**src/rtl/ascii_calc_datapath.sv**
```systemverilog
// ASCII hex calculator: parses "[s]digits op [s]digits =" from a character stream
// and streams the signed sign-magnitude result (or an error code) back as ASCII.
module ascii_calc_datapath #(
   parameter int unsigned DIGITS = 4
) (
   input  logic       CLK,
   input  logic       RESET_N,
   input  logic       inValid,
   input  logic [7:0] inData,
   output logic       inReady,
   output logic       outValid,
   output logic [7:0] outData,
   input  logic       outReady,
   output logic       busy,
   output logic       error
);

   localparam int unsigned W = 4 * DIGITS;
   localparam logic [3:0] MAX_CNT  = 4'(DIGITS);
   localparam logic [3:0] LAST_IDX = 4'(DIGITS + 1);

   typedef enum logic [2:0] {
      A_SIGN, A_DIG, B_SIGN, B_DIG, CALC, EMIT, ERR
   } stateT;

   stateT        state, stateNext;
   logic [W-1:0] magA, magB, resMag;
   logic         signA, signB, opMinus, resNeg, ovfKind;
   logic [3:0]   cntA, cntB, emitIdx;

   logic         inFire, outFire, lastChar, parseErr;
   logic         isSpace, isPlus, isMinus, isSign, isEq, isDig;
   logic [3:0]   nib;
   logic [W:0]   sum;
   logic [W-1:0] calcMag;
   logic         calcNeg, calcOvf, effNegB;
   logic [3:0]   outNib;

   assign inFire  = inValid && inReady;
   assign outFire = outValid && outReady;

   always_comb begin
      isSpace = (inData == 8'h20);
      isPlus  = (inData == 8'h2B);
      isMinus = (inData == 8'h2D);
      isSign  = isPlus || isMinus;
      isEq    = (inData == 8'h3D);
      isDig   = 1'b0;
      nib     = '0;
      if (inData >= 8'h30 && inData <= 8'h39) begin
         isDig = 1'b1;
         nib   = 4'(inData - 8'h30);
      end else if (inData >= 8'h41 && inData <= 8'h46) begin
         isDig = 1'b1;
         nib   = 4'(inData - 8'h37);
      end else if (inData >= 8'h61 && inData <= 8'h66) begin
         isDig = 1'b1;
         nib   = 4'(inData - 8'h57);
      end
   end

   // Sign-magnitude add/subtract; zero is always reported as positive.
   always_comb begin
      sum     = {1'b0, magA} + {1'b0, magB};
      effNegB = signB ^ opMinus;
      calcOvf = 1'b0;
      calcNeg = signA;
      calcMag = sum[W-1:0];
      if (signA == effNegB) begin
         calcOvf = sum[W];
      end else if (magA >= magB) begin
         calcMag = magA - magB;
      end else begin
         calcMag = magB - magA;
         calcNeg = effNegB;
      end
      if (calcMag == '0) calcNeg = 1'b0;
   end

   always_ff @(posedge CLK or negedge RESET_N) begin
      if (!RESET_N) state <= A_SIGN;
      else          state <= stateNext;
   end

   always_comb begin
      stateNext = state;
      parseErr  = 1'b0;
      lastChar  = (state == EMIT) ? (emitIdx == LAST_IDX) : (emitIdx == 4'd1);
      case (state)
         A_SIGN: if (inFire && !isSpace) begin
            if (isSign || isDig) stateNext = A_DIG;
            else                 parseErr  = 1'b1;
         end
         A_DIG: if (inFire && !isSpace) begin
            if (isDig && cntA != MAX_CNT)    stateNext = A_DIG;
            else if (isSign && cntA != '0)   stateNext = B_SIGN;
            else                             parseErr  = 1'b1;
         end
         B_SIGN: if (inFire && !isSpace) begin
            if (isSign || isDig) stateNext = B_DIG;
            else                 parseErr  = 1'b1;
         end
         B_DIG: if (inFire && !isSpace) begin
            if (isDig && cntB != MAX_CNT)    stateNext = B_DIG;
            else if (isEq && cntB != '0)     stateNext = CALC;
            else                             parseErr  = 1'b1;
         end
         CALC:     stateNext = calcOvf ? ERR : EMIT;
         EMIT,
         ERR:      if (outFire && lastChar) stateNext = A_SIGN;
         default:  stateNext = A_SIGN;
      endcase
      if (parseErr) stateNext = ERR;
   end

   // Handshake/status outputs are registered from the next state.
   always_ff @(posedge CLK or negedge RESET_N) begin
      if (!RESET_N) begin
         inReady  <= 1'b1;
         outValid <= 1'b0;
         busy     <= 1'b0;
         error    <= 1'b0;
      end else begin
         inReady  <= (stateNext == A_SIGN) || (stateNext == A_DIG) ||
                     (stateNext == B_SIGN) || (stateNext == B_DIG);
         outValid <= (stateNext == EMIT) || (stateNext == ERR);
         busy     <= (stateNext == CALC) || (stateNext == EMIT) || (stateNext == ERR);
         error    <= parseErr || (state == CALC && calcOvf);
      end
   end

   always_ff @(posedge CLK or negedge RESET_N) begin
      if (!RESET_N) begin
         magA <= '0; magB <= '0; resMag <= '0;
         signA <= 1'b0; signB <= 1'b0; opMinus <= 1'b0; resNeg <= 1'b0; ovfKind <= 1'b0;
         cntA <= '0; cntB <= '0; emitIdx <= '0;
      end else if (outFire && lastChar) begin
         magA <= '0; magB <= '0; resMag <= '0;
         signA <= 1'b0; signB <= 1'b0; opMinus <= 1'b0; resNeg <= 1'b0; ovfKind <= 1'b0;
         cntA <= '0; cntB <= '0; emitIdx <= '0;
      end else begin
         if (inFire) begin
            case (state)
               A_SIGN: if (isSign) signA <= isMinus;
                       else if (isDig) begin
                          magA <= W'({magA, nib});
                          cntA <= cntA + 4'd1;
                       end
               A_DIG:  if (isDig && cntA != MAX_CNT) begin
                          magA <= W'({magA, nib});
                          cntA <= cntA + 4'd1;
                       end else if (isSign && cntA != '0) opMinus <= isMinus;
               B_SIGN: if (isSign) signB <= isMinus;
                       else if (isDig) begin
                          magB <= W'({magB, nib});
                          cntB <= cntB + 4'd1;
                       end
               B_DIG:  if (isDig && cntB != MAX_CNT) begin
                          magB <= W'({magB, nib});
                          cntB <= cntB + 4'd1;
                       end
               default: ;
            endcase
         end
         if (state == CALC) begin
            resMag  <= calcMag;
            resNeg  <= calcNeg;
            ovfKind <= calcOvf;
         end
         // Digits leave MS-first by shifting the result under a fixed top-nibble tap.
         if (outFire) begin
            emitIdx <= emitIdx + 4'd1;
            if (state == EMIT && emitIdx != '0) resMag <= resMag << 4;
         end
      end
   end

   assign outNib = resMag[W-1 -: 4];

   always_comb begin
      outData = '0;
      case (state)
         EMIT: begin
            if (emitIdx == '0)           outData = resNeg ? 8'h2D : 8'h2B;
            else if (emitIdx == LAST_IDX) outData = 8'h0D;
            else if (outNib < 4'd10)     outData = 8'h30 + {4'h0, outNib};
            else                         outData = 8'h37 + {4'h0, outNib};
         end
         ERR:     outData = (emitIdx == '0) ? (ovfKind ? 8'h45 : 8'h3F) : 8'h0D;
         default: outData = '0;
      endcase
   end

endmodule

```
**config.mk**
```make
export PLATFORM = sky130hd
export DESIGN_NAME = ascii_calc_datapath
export DESIGN_NICKNAME = d
export VERILOG_FILES = /design/src/rtl/ascii_calc_datapath.sv
export SDC_FILE = /design/constraint.sdc
export NUM_CORES = 1
export LEC_CHECK = 0
export ABC_AREA = 1
export BUFFER_PORTS_ARGS = -buffer_cell sky130_fd_sc_hd__buf_4
export CORE_MARGIN = 2
export CORE_UTILIZATION = 40
export DETAILED_ROUTE_END_ITERATION = 16
export GPL_TIMING_DRIVEN = 0
export PLACE_DENSITY = 0.52
export SYNTH_ARGS = -nofsm -noshare
export SYNTH_HDL_FRONTEND = slang
export SYNTH_SLANG_ARGS = --single-unit
```
**constraint.sdc**
```tcl
create_clock -name CLK -period 2.68 [get_ports CLK]
set_input_delay 0.134 -clock CLK [delete_from_list [all_inputs] [get_ports CLK]]
set_output_delay 0.134 -clock CLK [all_outputs]
set_load 0.005 [all_outputs]
```
; Word level (Yosys, flattened, before mapping)
; Cells that the tools add are included.
[word_totals]
out_inout_bits = 12
input_bits = 12
ff_bits = 72
wordCells = 200
[op_classes]
bitwise = 1
n_lt_le_gt_ge = 8
n_addsub = 11
n_reduce_logical = 47
n_eq_ne = 28
mux = 89
[op_table]
columns = operator, n
row1 = 16-bit two-way mux, 16
row2 = 16-bit case mux with 2 select lines, 2
row3 = 4-bit two-way mux, 15
row4 = 3-bit two-way mux, 13
row5 = 7-bit two-way mux, 5
row6 = "8-bit by 6-bit == test with 1-bit output, second input constant", 4
row7 = 1-bit two-way mux, 32
row8 = 16-bit subtractor, 2
row9 = "3-bit == test, second input constant", 6
row10 = "3-bit inequality test, second input constant", 6
row11 = 3-bit case mux with 6 select lines, 1
row12 = 16-bit by 16-bit adder with 17-bit output, 1
row13 = 16-bit greater-or-equal comparator, 1
row14 = "8-bit by 7-bit greater-or-equal comparator with 1-bit output, second input constant", 2
row15 = "8-bit by 7-bit <= comparator with 1-bit output, second input constant", 2
row16 = 16-bit zero test, 1
row17 = 4-bit case mux with 2 select lines, 2
row18 = 8-bit case mux with 2 select lines, 1
row19 = 2-bit nonzero test, 8
row20 = "6-bit by 4-bit adder with 7-bit output, first input constant", 2
row21 = 1-bit logical AND, 13
row22 = "4-bit by 1-bit adder with 4-bit output, second input constant", 3
row23 = "3-bit by 2-bit == test with 1-bit output, second input constant", 4
row24 = 4-bit nonzero test, 3
row25 = 23 further kinds, 39

; Longest topological paths before layout
[depth]
ltp_word = 14
depth_mapped = 22
depth_no_buf = 21

; Least setup slack after synthesis
; No wires, ideal clock.
[synth_path]
path_type = register to register
startpoint = register magA[0]
endpoint = register resNeg
t_required_ns = 2.563
slack_ns = 0.380
stages_incl_launch_ff = 21
path_buffers = 0
synth_period_minus_slack_ns = 2.300
arrival_ns = 2.184
setup_ns = 0.117
path_cell_list = dfrtp_1 -> inv_1 -> ha_1 -> inv_1 -> fa_1 -> nand3_1 -> nand2_2 -> nand2_1 -> nand3_2 -> nand2_2 -> nand2_4 -> clkinv_4 -> nand2_1 -> nand2_1 -> nand2_1 -> nand2_1 -> nand2_1 -> nor2_1 -> nand3_1 -> nand2_1 -> nand2_1
[synth_via]
elab_chain_cells = 7
word_cells_on_any_way = 12
classes_between = 3 x add/sub / 1 x order compare / 7 x mux / 1 x reduce/logical
[synth_lines]
columns = item, line_no
row1 = from (decl), 27  ; logic [W-1:0] magA, magB, resMag;
row2 = from (signal assigned), 146  ; magA <= W'({magA, nib});
row3 = from (signal assigned), 150  ; magA <= W'({magA, nib});
row4 = "16-bit subtractor, or another cell as far along", 74  ; calcMag = magB - magA;
row5 = 16-bit two-way mux, 71  ; end else if (magA >= magB) begin
row6 = 16-bit two-way mux, 69  ; if (signA == effNegB) begin
row7 = 16-bit zero test, 77  ; if (calcMag == '0) calcNeg = 1'b0;
row8 = 1-bit two-way mux (*), 77
row9 = 1-bit two-way mux (*), 165  ; if (state == CALC) begin
row10 = 1-bit two-way mux (*), 137  ; end else if (outFire && lastChar) begin
row11 = to (signal assigned), 167  ; resNeg <= calcNeg;
row12 = to (decl), 28  ; logic signA, signB, opMinus, resNeg, ovfKind;
; Every way passes the cells marked *; elsewhere a longest branch is shown, timed or not. The select of a mux whose other input is x is not followed.
; A chain may end at the register's enable or synchronous reset.

; Worst setup path after layout
[layout_path]
startpoint = register magA[9]
endpoint = register resNeg
; The elaborated chain is that of the path after synthesis.

==> results.cfg <==
[clocking]
clkTransAtPathRegs_ns = 0.06
tritoncts = built
cts_buffer_depth = 2
cts_made_buffers = 9
cts.sinks = 72
cts_root_buffer = clkbuf_16
htreeDepth = 3
clock_latency_ns = 0.35

[finish]
layout_common_cells = 341 x nand2_1, 155 x inv_1, 97 x nand3_1, 68 x buf_4, 66 x dfrtp_1
multiInputGateArea_mm2 = 0.00472
nFillCells = 1819
synthToLayoutAreaGrowth_pct = 19.6
design_area_mm2 = 0.00857
drive_above_1_share_pct = 19.6
final_nets = 1249
seq_area_mm2 = 0.00181
diodes = 0
final_common_cell = nand2_1

[sta]
fin_crit_sh_pct = 93.7
fin_ws_ns = 0.168
final_hold_viol_count = 0
whs_ns = 0.200
worst_pin_slew_ns = 1.00
slew_viol_final = 0
fin_skew_ns = 0.0112
slew_headroom_pct = 33.2
fmax_mhz = 398
setup_viol = 0
fin_crit_ns = 2.51

[synthesis]
ys_seq_area_share_pct = 25.2
syn_area_mm2 = 0.00717
ys.flop_type = dfrtp_1
yosysTopAreaCell = dfrtp_1
syn_inst = 1103
synth_edf_count = 0
ys_warn_count = 0
synth_seq_cells = 72
ys_top_cells_by_area = dfrtp_1 25%, nand2_1 19%, ha_1 10%
synth_top_cell_area_share_pct = 24.8
syn_nets = 1176
ys_types = 55
synth-async-reset-ratio_pct = 100
syn_area_per_cell_um2 = 6.50

[placement]
gp_congestion = 0.903
hpwl_mm = 17.3
dp_slack_ns = -0.251
placed_cell_area_mm2 = 0.00761
port_buffers = 22

[detailed_routing]
drtPass1Iterations = 5
ant_nets = 0
vias = 7171
drt_wl_total_mm = 22.2
drcViolationCount = 0
via_per_inst = 5.10
routedWlPerCell_um = 15.8
drt_iter0_drc = 528

[global_route]
grt_pass1_wl_mm = 35.1
antenna_found_initial = 0
grt_max_degree = 73
track_usage_pct = 24.2
overflow = 0
grt_pass1_vias = 6544

[critical_path]
r2r_start = magA[9]
startpoint = magA[9]
path_buf_inv = 4
worstSetupEndpointType = register
cp_top_family = simple AND/OR/NAND/NOR gates
cp.required_ns = 2.91
start_kind = register
critPathKind = register to register
slowest_stage = dfrtp_1
crit_path_max_fanout = 8
worstPathCellList = inv_2 > ha_4 > buf_6 > nand2_1 > nand2_2 > a21oi_4 > nor2_2 > nor2_4 > buf_6 > nand3_1 > nand2_1 > nand2_1 > nand2_2 > nand2_1 > inv_1 > nand2_1 > nor2_2 > nand3_2 > nand2_1 > nand2_1
arrival_ns = 2.75
crit_top_cell = nand2_1
cp_slowest_stage_delay_ns = 0.41

[worst_hold_path]
hold_start = inData[4]
hold_class = primary input to register

[floorplan]
ioPinCount = 24
initial_utilization_pct = 41.1
core-area_mm2 = 0.0174
die_x_um = 138
die-area_mm2 = 0.0190
rows = 48
die_h_um = 138

[run_status]
status = finished, final reports clean

[flow_run]
max-cap-violations = 0
path summary, 6_finish.rpt:
path / end / slack (ns) / cells past startpoint
worst max-delay path: resNeg / 0.17 / 20
worst min-delay path: signB / 0.20 / 4
worst max register to register: resNeg / 0.17 / 20
worst min register to register: signA / 0.53 / 2
max in group asynchronous: magA[1] / 1.48 / 2
min in group asynchronous: resMag[10] / 0.46 / 2
registers in the layout, summed over array words and instances, names as in the netlist:
name	flops
magA	16
magB	16
resMag	16
cntA	4
cntB	4
emitIdx	4
state	3
busy	1
error	1
inReady	1
opMinus	1
outValid	1
ovfKind	1
resNeg	1
signA	1
signB	1
repair_timing:
item / in CTS / in global routing
endpoints found under the hold margin: 13 / 0
setup endpoints to repair: 9 / 10
gates resized for setup: 7 / 90
setup buffers: 7 / 32
pin swaps: 3 / 22
hold buffers: 1 / 0
logic make-up (layout without fill, tap and decap cells):
group | count (synthesis) | count (layout) | synth area share (%)
buf+inv | 211 | 289 | 12.8
other cells | 1 | 1 | 0.0523
flops | 72 | 72 | 25.2
fa+ha+maj | 61 | 61 | 11.0
simple gates | 583 | 583 | 35.6
compound gates | 153 | 153 | 12.5
xor+xnor | 22 | 22 | 2.90
layout make-up:
| cell class | instances | share of cell area, % |
|---|---|---|
| inverter | 174 | 7.91 |
| tap | 225 | 3.29 |
| clock inverter | 6 | 1.10 |
| buffer | 37 | 3.27 |
| sequential | 72 | 21.1 |
| timing repair buffer | 62 | 5.59 |
| multi-input combinational | 820 | 55.1 |
| clock buffer | 10 | 2.67 |
per-stage QoR:
step / setup TNS, ns / std cells / util, %
2_1_floorplan: 0 / 1103 / -
3_3_place_gp: -0.653 / 1350 / 43.7
3_5_place_dp: -0.834 / 1350 / 43.7
4_1_cts: 0 / 1374 / 46.0
5_1_grt: -0.0191 / 1406 / 49.2
6_report: 0 / 1406 / 49.2
Yosys cell counts, drive strengths merged, types with 4 or more instances:
cell / instances
nand3: 106
buf: 35
ha: 58
inv: 173
nand2: 374
a21oi: 54
nor2: 66
dfrtp: 71
nand3b: 4
nand4: 13
o211ai: 15
xor2: 20
o21ai: 66
nor3: 12
worst register-to-register path, delay by kind of cell, from the launching register on:
kind | cells | cell delay (ns)
AO/OA/AOI/OAI | 1 | 0.18
AND/OR/NAND/NOR | 14 | 1.15
adder cells (fa/ha/maj) | 1 | 0.20
buffers and inverters | 4 | 0.44
flip-flops | 1 | 0.41
metal layers:
layer	part of all wire, %	vias up	routed length (um)	GRT usage, %
met5	0	-	0	0
met4	1.6	0	363	6.63
met3	4.0	28	884	3.16
met2	43	141	9640	35.4
met1	51	3356	11300	36.9
li1	-	3646	-	-
Power is not shown: default switching activity piles up to over one toggle a cycle in this logic, so the estimate is an artifact.
